$ cat src/rtl/flex_sr_rx_framer.sv
// Serial receive framer: recovers start/data/stop framed words from an idle-high line
// and presents them on a holding register with ready, framing-error and overrun flags.
module flex_sr_rx_framer #(
  parameter int NUM_BITS     = 8,
  parameter int SHIFT_MSB    = 1,
  parameter int CLKS_PER_BIT = 10
) (
  input  logic                i_clk,
  input  logic                i_rst,
  input  logic                i_serial_in,
  input  logic                i_data_read,
  output logic [NUM_BITS-1:0] o_rx_data,
  output logic                o_data_ready,
  output logic                o_framing_error,
  output logic                o_overrun_error,
  output logic                o_rx_busy,
  output logic [2:0]          o_state
);

  localparam int H  = CLKS_PER_BIT / 2;
  localparam int TW = $clog2(CLKS_PER_BIT);
  localparam int CW = (NUM_BITS > 1) ? $clog2(NUM_BITS) : 1;

  typedef enum logic [2:0] {
    S_IDLE      = 3'd0,
    S_START_CHK = 3'd1,
    S_DATA      = 3'd2,
    S_STOP      = 3'd3,
    S_WAIT_IDLE = 3'd4
  } state_t;

  // Handshake: o_data_ready stays high from a good load until an i_data_read pulse
  // is seen at a clock edge; a load on that same edge wins and keeps it high.

  logic                r_sync1;
  logic                r_sync2;
  logic                r_s_prev;
  state_t              r_state;
  logic [TW-1:0]       r_timer;
  logic [CW-1:0]       r_cnt;
  logic [NUM_BITS-1:0] r_shift;
  logic [NUM_BITS-1:0] r_rx_data;
  logic                r_data_ready;
  logic                r_framing_error;
  logic                r_overrun_error;
  logic                r_rx_busy;

  state_t              w_state_nx;
  logic [TW-1:0]       w_timer_nx;
  logic [CW-1:0]       w_cnt_nx;
  logic [NUM_BITS-1:0] w_shift_nx;
  logic                w_busy_nx;
  logic                w_good_load;
  logic                w_bad_stop;
  logic                w_fall;
  logic                w_tick;
  logic [NUM_BITS-1:0] w_shifted;

  assign w_fall = ~r_sync2 & r_s_prev;
  assign w_tick = (r_timer == '0);

  always_comb begin
    w_shifted = r_shift;
    if (SHIFT_MSB != 0) begin
      w_shifted = {r_shift[NUM_BITS-2:0], r_sync2};
    end else begin
      w_shifted = {r_sync2, r_shift[NUM_BITS-1:1]};
    end
  end

  always_comb begin
    w_state_nx  = r_state;
    w_timer_nx  = r_timer;
    w_cnt_nx    = r_cnt;
    w_shift_nx  = r_shift;
    w_busy_nx   = r_rx_busy;
    w_good_load = 1'b0;
    w_bad_stop  = 1'b0;
    unique case (r_state)
      S_IDLE: begin
        if (w_fall) begin
          w_state_nx = S_START_CHK;
          w_timer_nx = TW'(H - 1);
          w_busy_nx  = 1'b1;
        end
      end
      S_START_CHK: begin
        if (w_tick) begin
          if (r_sync2) begin
            w_state_nx = S_IDLE;
            w_busy_nx  = 1'b0;
          end else begin
            w_state_nx = S_DATA;
            w_timer_nx = TW'(CLKS_PER_BIT - 1);
            w_cnt_nx   = '0;
          end
        end else begin
          w_timer_nx = r_timer - TW'(1);
        end
      end
      S_DATA: begin
        if (w_tick) begin
          w_shift_nx = w_shifted;
          w_timer_nx = TW'(CLKS_PER_BIT - 1);
          if (r_cnt == CW'(NUM_BITS - 1)) begin
            w_state_nx = S_STOP;
          end else begin
            w_cnt_nx = r_cnt + CW'(1);
          end
        end else begin
          w_timer_nx = r_timer - TW'(1);
        end
      end
      S_STOP: begin
        if (w_tick) begin
          if (r_sync2) begin
            w_good_load = 1'b1;
            w_state_nx  = S_IDLE;
            w_busy_nx   = 1'b0;
          end else begin
            w_bad_stop = 1'b1;
            w_state_nx = S_WAIT_IDLE;
          end
        end else begin
          w_timer_nx = r_timer - TW'(1);
        end
      end
      S_WAIT_IDLE: begin
        // A broken frame leaves the line low; hold off new starts until it idles.
        if (r_sync2) begin
          w_state_nx = S_IDLE;
          w_busy_nx  = 1'b0;
        end
      end
      default: begin
        w_state_nx = S_IDLE;
        w_busy_nx  = 1'b0;
      end
    endcase
  end

  always_ff @(posedge i_clk) begin
    if (i_rst) begin
      r_sync1         <= 1'b1;
      r_sync2         <= 1'b1;
      r_s_prev        <= 1'b1;
      r_state         <= S_IDLE;
      r_timer         <= '0;
      r_cnt           <= '0;
      r_shift         <= '0;
      r_rx_data       <= '1;
      r_data_ready    <= 1'b0;
      r_framing_error <= 1'b0;
      r_overrun_error <= 1'b0;
      r_rx_busy       <= 1'b0;
    end else begin
      r_sync1   <= i_serial_in;
      r_sync2   <= r_sync1;
      r_s_prev  <= r_sync2;
      r_state   <= w_state_nx;
      r_timer   <= w_timer_nx;
      r_cnt     <= w_cnt_nx;
      r_shift   <= w_shift_nx;
      r_rx_busy <= w_busy_nx;
      if (w_good_load) begin
        r_rx_data       <= r_shift;
        r_data_ready    <= 1'b1;
        r_framing_error <= 1'b0;
        if (r_data_ready && !i_data_read) begin
          r_overrun_error <= 1'b1;
        end else if (i_data_read) begin
          r_overrun_error <= 1'b0;
        end
      end else begin
        if (w_bad_stop) begin
          r_framing_error <= 1'b1;
        end
        if (i_data_read) begin
          r_data_ready    <= 1'b0;
          r_overrun_error <= 1'b0;
        end
      end
    end
  end

  assign o_rx_data       = r_rx_data;
  assign o_data_ready    = r_data_ready;
  assign o_framing_error = r_framing_error;
  assign o_overrun_error = r_overrun_error;
  assign o_rx_busy       = r_rx_busy;
  assign o_state         = r_state;

endmodule
$ cat config.mk
export PLATFORM = sky130hd
export DESIGN_NAME = flex_sr_rx_framer
export DESIGN_NICKNAME = d
export VERILOG_FILES = /design/src/rtl/flex_sr_rx_framer.sv
export SDC_FILE = /design/constraint.sdc
export NUM_CORES = 1
export LEC_CHECK = 0
export BUFFER_PORTS_ARGS = -buffer_cell sky130_fd_sc_hd__buf_2
export CAP_MARGIN = 10
export CELL_PAD_IN_SITES_DETAIL_PLACEMENT = 0
export CELL_PAD_IN_SITES_GLOBAL_PLACEMENT = 2
export CORE_MARGIN = 5
export CORE_UTILIZATION = 36
export CTS_CLUSTER_SIZE = 10
export DETAILED_ROUTE_END_ITERATION = 10
export PLACE_DENSITY = 0.87
export SLEW_MARGIN = 15
export SYNTH_ARGS = -nofsm -noshare
export SYNTH_HDL_FRONTEND = slang
export SYNTH_SLANG_ARGS = --single-unit
$ cat constraint.sdc
create_clock -name i_clk -period 3.3 [get_ports i_clk]
set_clock_uncertainty 0.1 [all_clocks]
set_input_delay 0.33 -clock i_clk [delete_from_list [all_inputs] [get_ports i_clk]]
set_output_delay 0.33 -clock i_clk [all_outputs]
set_load 0.03 [all_outputs]
== Word-level counts from Yosys, hierarchy flattened ==
Index checks and enable logic that the tools add are counted.
W data, S select, Z words.

* Bits of input ports: 4
* Bits in registers: 33
* Logic and storage cells: 82
* Output and inout port bits: 15

* Add/subtract/negate cells: 2
* Mux-type cells: 35
* Bitwise operators: 3
* Eq/ne operators: 16
* Reduce and logical (&&, ||, !) cells: 14

{| class="wikitable"
|+ Operator list
! cell !! number
|-
| $mux W3 || 11
|-
| $mux W4 || 5
|-
| $ne A2 B2 Y1 const B || 9
|-
| $pmux W4 S4 || 1
|-
| $pmux W3 S5 || 1
|-
| $mux W1 || 14
|-
| $eq A3 B2 Y1 const B || 2
|-
| $eq A3 B3 Y1 const B || 2
|-
| $pmux W3 S2 || 1
|-
| $reduce_and A6 Y1 || 1
|-
| $reduce_and A5 Y1 || 1
|-
| $logic_not A4 Y1 || 1
|-
| $pmux W1 S4 || 1
|-
| $reduce_and A4 Y1 || 1
|-
| $reduce_bool A2 Y1 || 2
|-
| $reduce_bool A4 Y1 || 1
|-
| $reduce_or A2 Y1 || 2
|-
| $sub A4 B1 Y4 const B || 1
|-
| $add A3 B1 Y3 const B || 1
|-
| $eq A3 B1 Y1 const B || 1
|-
| $logic_not A3 Y1 || 1
|-
| $ne A3 B3 Y1 const B || 1
|-
| $reduce_and A3 Y1 || 1
|-
| $mux W2 || 1
|-
| other kinds (6) || 7
|}

== Logic depth before layout (Yosys ltp) ==
* Depth after elaboration: 4
* Gate-level depth with buffers: 7
* Mapped depth without buffers: 6

== Least setup slack after synthesis ==
Ideal clock, no wire load.

* Path kind: reg-to-reg
* From: register r_timer[0]
* To: register r_timer[3]
* Clock period less this slack: 1.906 ns
* Cell stages (with the launch flop): 8
* Path buffers: 1
* Slack: 1.394 ns
* Setup time: 0.119 ns
* Required time: 3.081 ns
* Arrival: 1.687 ns
* Path through: dfxtp_1 inv_1 ha_1 nor3b_1 and3_4 clkbuf_2 or3_4 o221a_1

* Word-level cells in the longest chain between the ends: 3
* Elaborated cells between the ends (all ways): 9
* Those cells by class: add/sub (1); eq/ne (2); mux (4); reduce/logical (2)

{| class="wikitable"
|+ Ends and longest elaborated chain
! what !! RTL line !! text
|-
| start, declared || 39 || <nowiki>logic [TW-1:0] r_timer;</nowiki>
|-
| start signal, assigned || 161 || <nowiki>r_timer <= w_timer_nx;</nowiki>
|-
| $sub A4 B1 Y4 or $logic_not A4 Y1 (tied branches) || -- ||
|-
| $mux W4 (tied with other cells) || 115 || <nowiki>if (w_tick) begin</nowiki>
|-
| $pmux W4 S4 or $reduce_and A4 Y1 (tied branches) || -- ||
|}

Parallel ways exist; a longest one is shown, timed or not. The select of a mux whose other input is x is not followed.
A chain may end at the register's enable or synchronous reset.

== Worst setup path in the final report ==
Same ends and word-level chain as after synthesis.

==> reports/results.tsv <==
metric	value	unit
placed inst area	1610	µm²
PwrDens	796	nW/µm²
part of the power in combinational logic	0.350	
switching share of power	0.358	
syn_area_per_cell	8.51	µm²
type of the most critical hold path	input pin to flop	
Slew @ Worst Pin	0.672	ns
Placer Congestion	0.757	
CTS tree	built	
Max IR drop VDD	0.000291	V
postcts setup bufs	0	
Syn-to-layout area delta	14.8	%
post-route ant nets	0	
PnR worst setup slack	1.20	ns
# IOs	19	
r2r worst-path depth	6	
DRT Pass-1 Iters	4	
Final Instance Count excl. Fillers	242	
CORE AREA	4030	µm²
first-pass GRT wire length	5780	µm
Flop pwr share	0.368	
commonest non-fill, non-tap cell in the layout	nand2_1	
Clock Power Share	0.282	
CP Class	flop to flop	
Final Setup Violations	0	
CTS resizes	0	
Starting Density	0.374	
worst r2r src	r_timer[0]	
cells after synthesis	177	
P_sw	493	µW
pre-CTS setup slack	1.21	ns
# hold bufs at CTS	0	
maxcap violations	0	
count of cell types in the netlist	44	
Fmax	477	MHz
fraction of the yosys area taken by sequential cells	0.439	
Synthesized Nets	185	
critical path endpoint category	flop	
crit-path cells	inv_1 > ha_1 > nor4b_4 > nand2_1 > a2111oi_0 > o221a_1	
initial antenna violation count	0	
GR Overflow Total	0	
Clock Root Buffer	clkbuf_8	
row cnt	23	
Worst EP required	3.43	ns
Hold Vio Cnt, Final	0	
vias in the first global route	1307	
CTS Buf Count	5	
crit path from	r_timer[0]	
per-cell routed wire length	13.8	µm
most frequent cells in the layout	35 x nand2_1, 33 x dfxtp_1, 19 x nand3_1	
post-DP HPWL	2320	µm
final WL	3350	µm
Die Area	5580	µm²
Cell Int Power	883	µW
placed cells	234	
total global-route track usage	0.134	
final instance area	1730	µm²
drt drc	0	
Clk Latency, worst-skew pair	0.28	ns
FF-to-FF setup slack	1.20	ns
YS warnings	0	
largest net degree at the start of global routing	24	
status	completed	
crit-path max FO	7	
CTS sink cnt	33	
RSZ-0062 raised after global routing	false	
WP buf/inv	1	
final setup TNS	0	ns
EDFF count, synth	0	
via-per-instance ratio	5.31	
initial drt markers	53	
CP max stage delay	0.46	ns
Yosys reg bits	33	
fin nets	199	
Most used DFF post-synth	dfxtp_1	
vias post-DR	1285	
r2r endpoint	r_timer[3]	
Leak	0.682	nW
period utilization	0.635	
Slowest cell on crit path	a2111oi_0	
startpoint types	flop	
Cell Area, Synth	1510	µm²
ys async rst share	0	
CP endpoint	r_timer[3]	
total power draw	1.38	mW
layout cells sized above 1	0.193	
cell family with most CP delay	compound AO/OA/AOI/OAI gates	
antenna cell count	0	
input/output buffers	18	
Worst slew margin	0.552	
critical path depth in cells	6	
Die Wd	74.7	µm
fin crit period	2.10	ns
die height	74.7	µm
Max Root-Sink Buffers	2	
Worst-path clk slew	0.07	ns
H-tree levels	2	
final-report max-slew violation count	0	
Worst Path Arrival	2.22	ns
layer usage:
layer  up-vias  share of wire  global-route usage  routed length, µm
li1        651              -                   -                  -
met4         0          0.011              0.0455                 36
met5         -              0                   0                  0
met1       612           0.47               0.171               1560
met3         4          0.040              0.0360                133
met2        18           0.48               0.220               1620
power by group through the flow:
| stage | Sequential (mW) | Combinational (mW) | Clock, mW |
|---|---|---|---|
| 2_1_floorplan | 0.524 | 0.361 | 0 |
| 3_3_place_gp | 0.511 | 0.477 | 0 |
| 3_5_place_dp | 0.515 | 0.481 | 0 |
| 4_1_cts | 0.505 | 0.488 | 0.400 |
| 5_1_grt | 0.514 | 0.537 | 0.417 |
| 6_report | 0.506 | 0.482 | 0.388 |
final cells by class:
class	count	area, µm²
multi-input cells	125	762
repair buffers	20	105
flip-flops and latches	33	661
well taps	50	62.6
inverters	6	22.5
clock buffers	7	86.3
fillers	420	2300
clock inverters	1	30.0
sequential cells by signal, summed over array words and instances (netlist names), 3 cells and up:
name       count
o_rx_data      8
o_state        3
r_timer        4
r_cnt          3
r_shift        8
cell usage after synthesis (all sizes together), types with 2 or more instances:
library cell	instances	area share
nor4b	2	0.022
o21ai	3	0.010
inv	6	0.015
or2	4	0.018
or3	2	0.012
a21oi	18	0.060
nor3b	4	0.020
nand3	19	0.063
ha	4	0.033
buf	3	0.014
nor3	3	0.010
or3b	2	0.012
a31oi	2	0.0083
clkbuf	10	0.027
dfxtp	33	0.44
nor4	2	0.018
nand4	2	0.0083
nand2	35	0.087
nor2	2	0.0050
nand3b	2	0.010
nand2b	2	0.0083
o2111ai	2	0.012
cell families (layout without fill, tap and decap cells):
group,after synthesis,count (layout),synth area share
AO/OA/AOI/OAI,36,36,0.157
XOR/XNOR,1,1,0.00582
adder cells (fa/ha/maj),4,4,0.0332
buffers and inverters,19,34,0.0556
flip-flops,33,33,0.439
AND/OR/NAND/NOR,84,84,0.310
worst min-delay path by stage:
stage	from	to	slack [ns]	cells after the start
2_1_floorplan	r_sync1	r_sync2	0.29	1
3_3_place_gp	r_sync1	r_sync2	0.29	1
3_5_place_dp	r_sync1	r_sync2	0.30	1
4_1_cts	i_data_read	o_overrun_error	0.11	2
5_1_grt	i_data_read	o_overrun_error	0.11	2
6_report	i_data_read	o_overrun_error	0.12	2
through the flow:
step	hold slack, ns	util
after floorplan	0.289	-
after global routing	0.114	0.429
after CTS	0.114	0.429
after detailed placement	0.299	0.400
after global placement	0.292	0.400
final	0.120	0.429
Note: power is estimated with default switching activity, not from simulation.
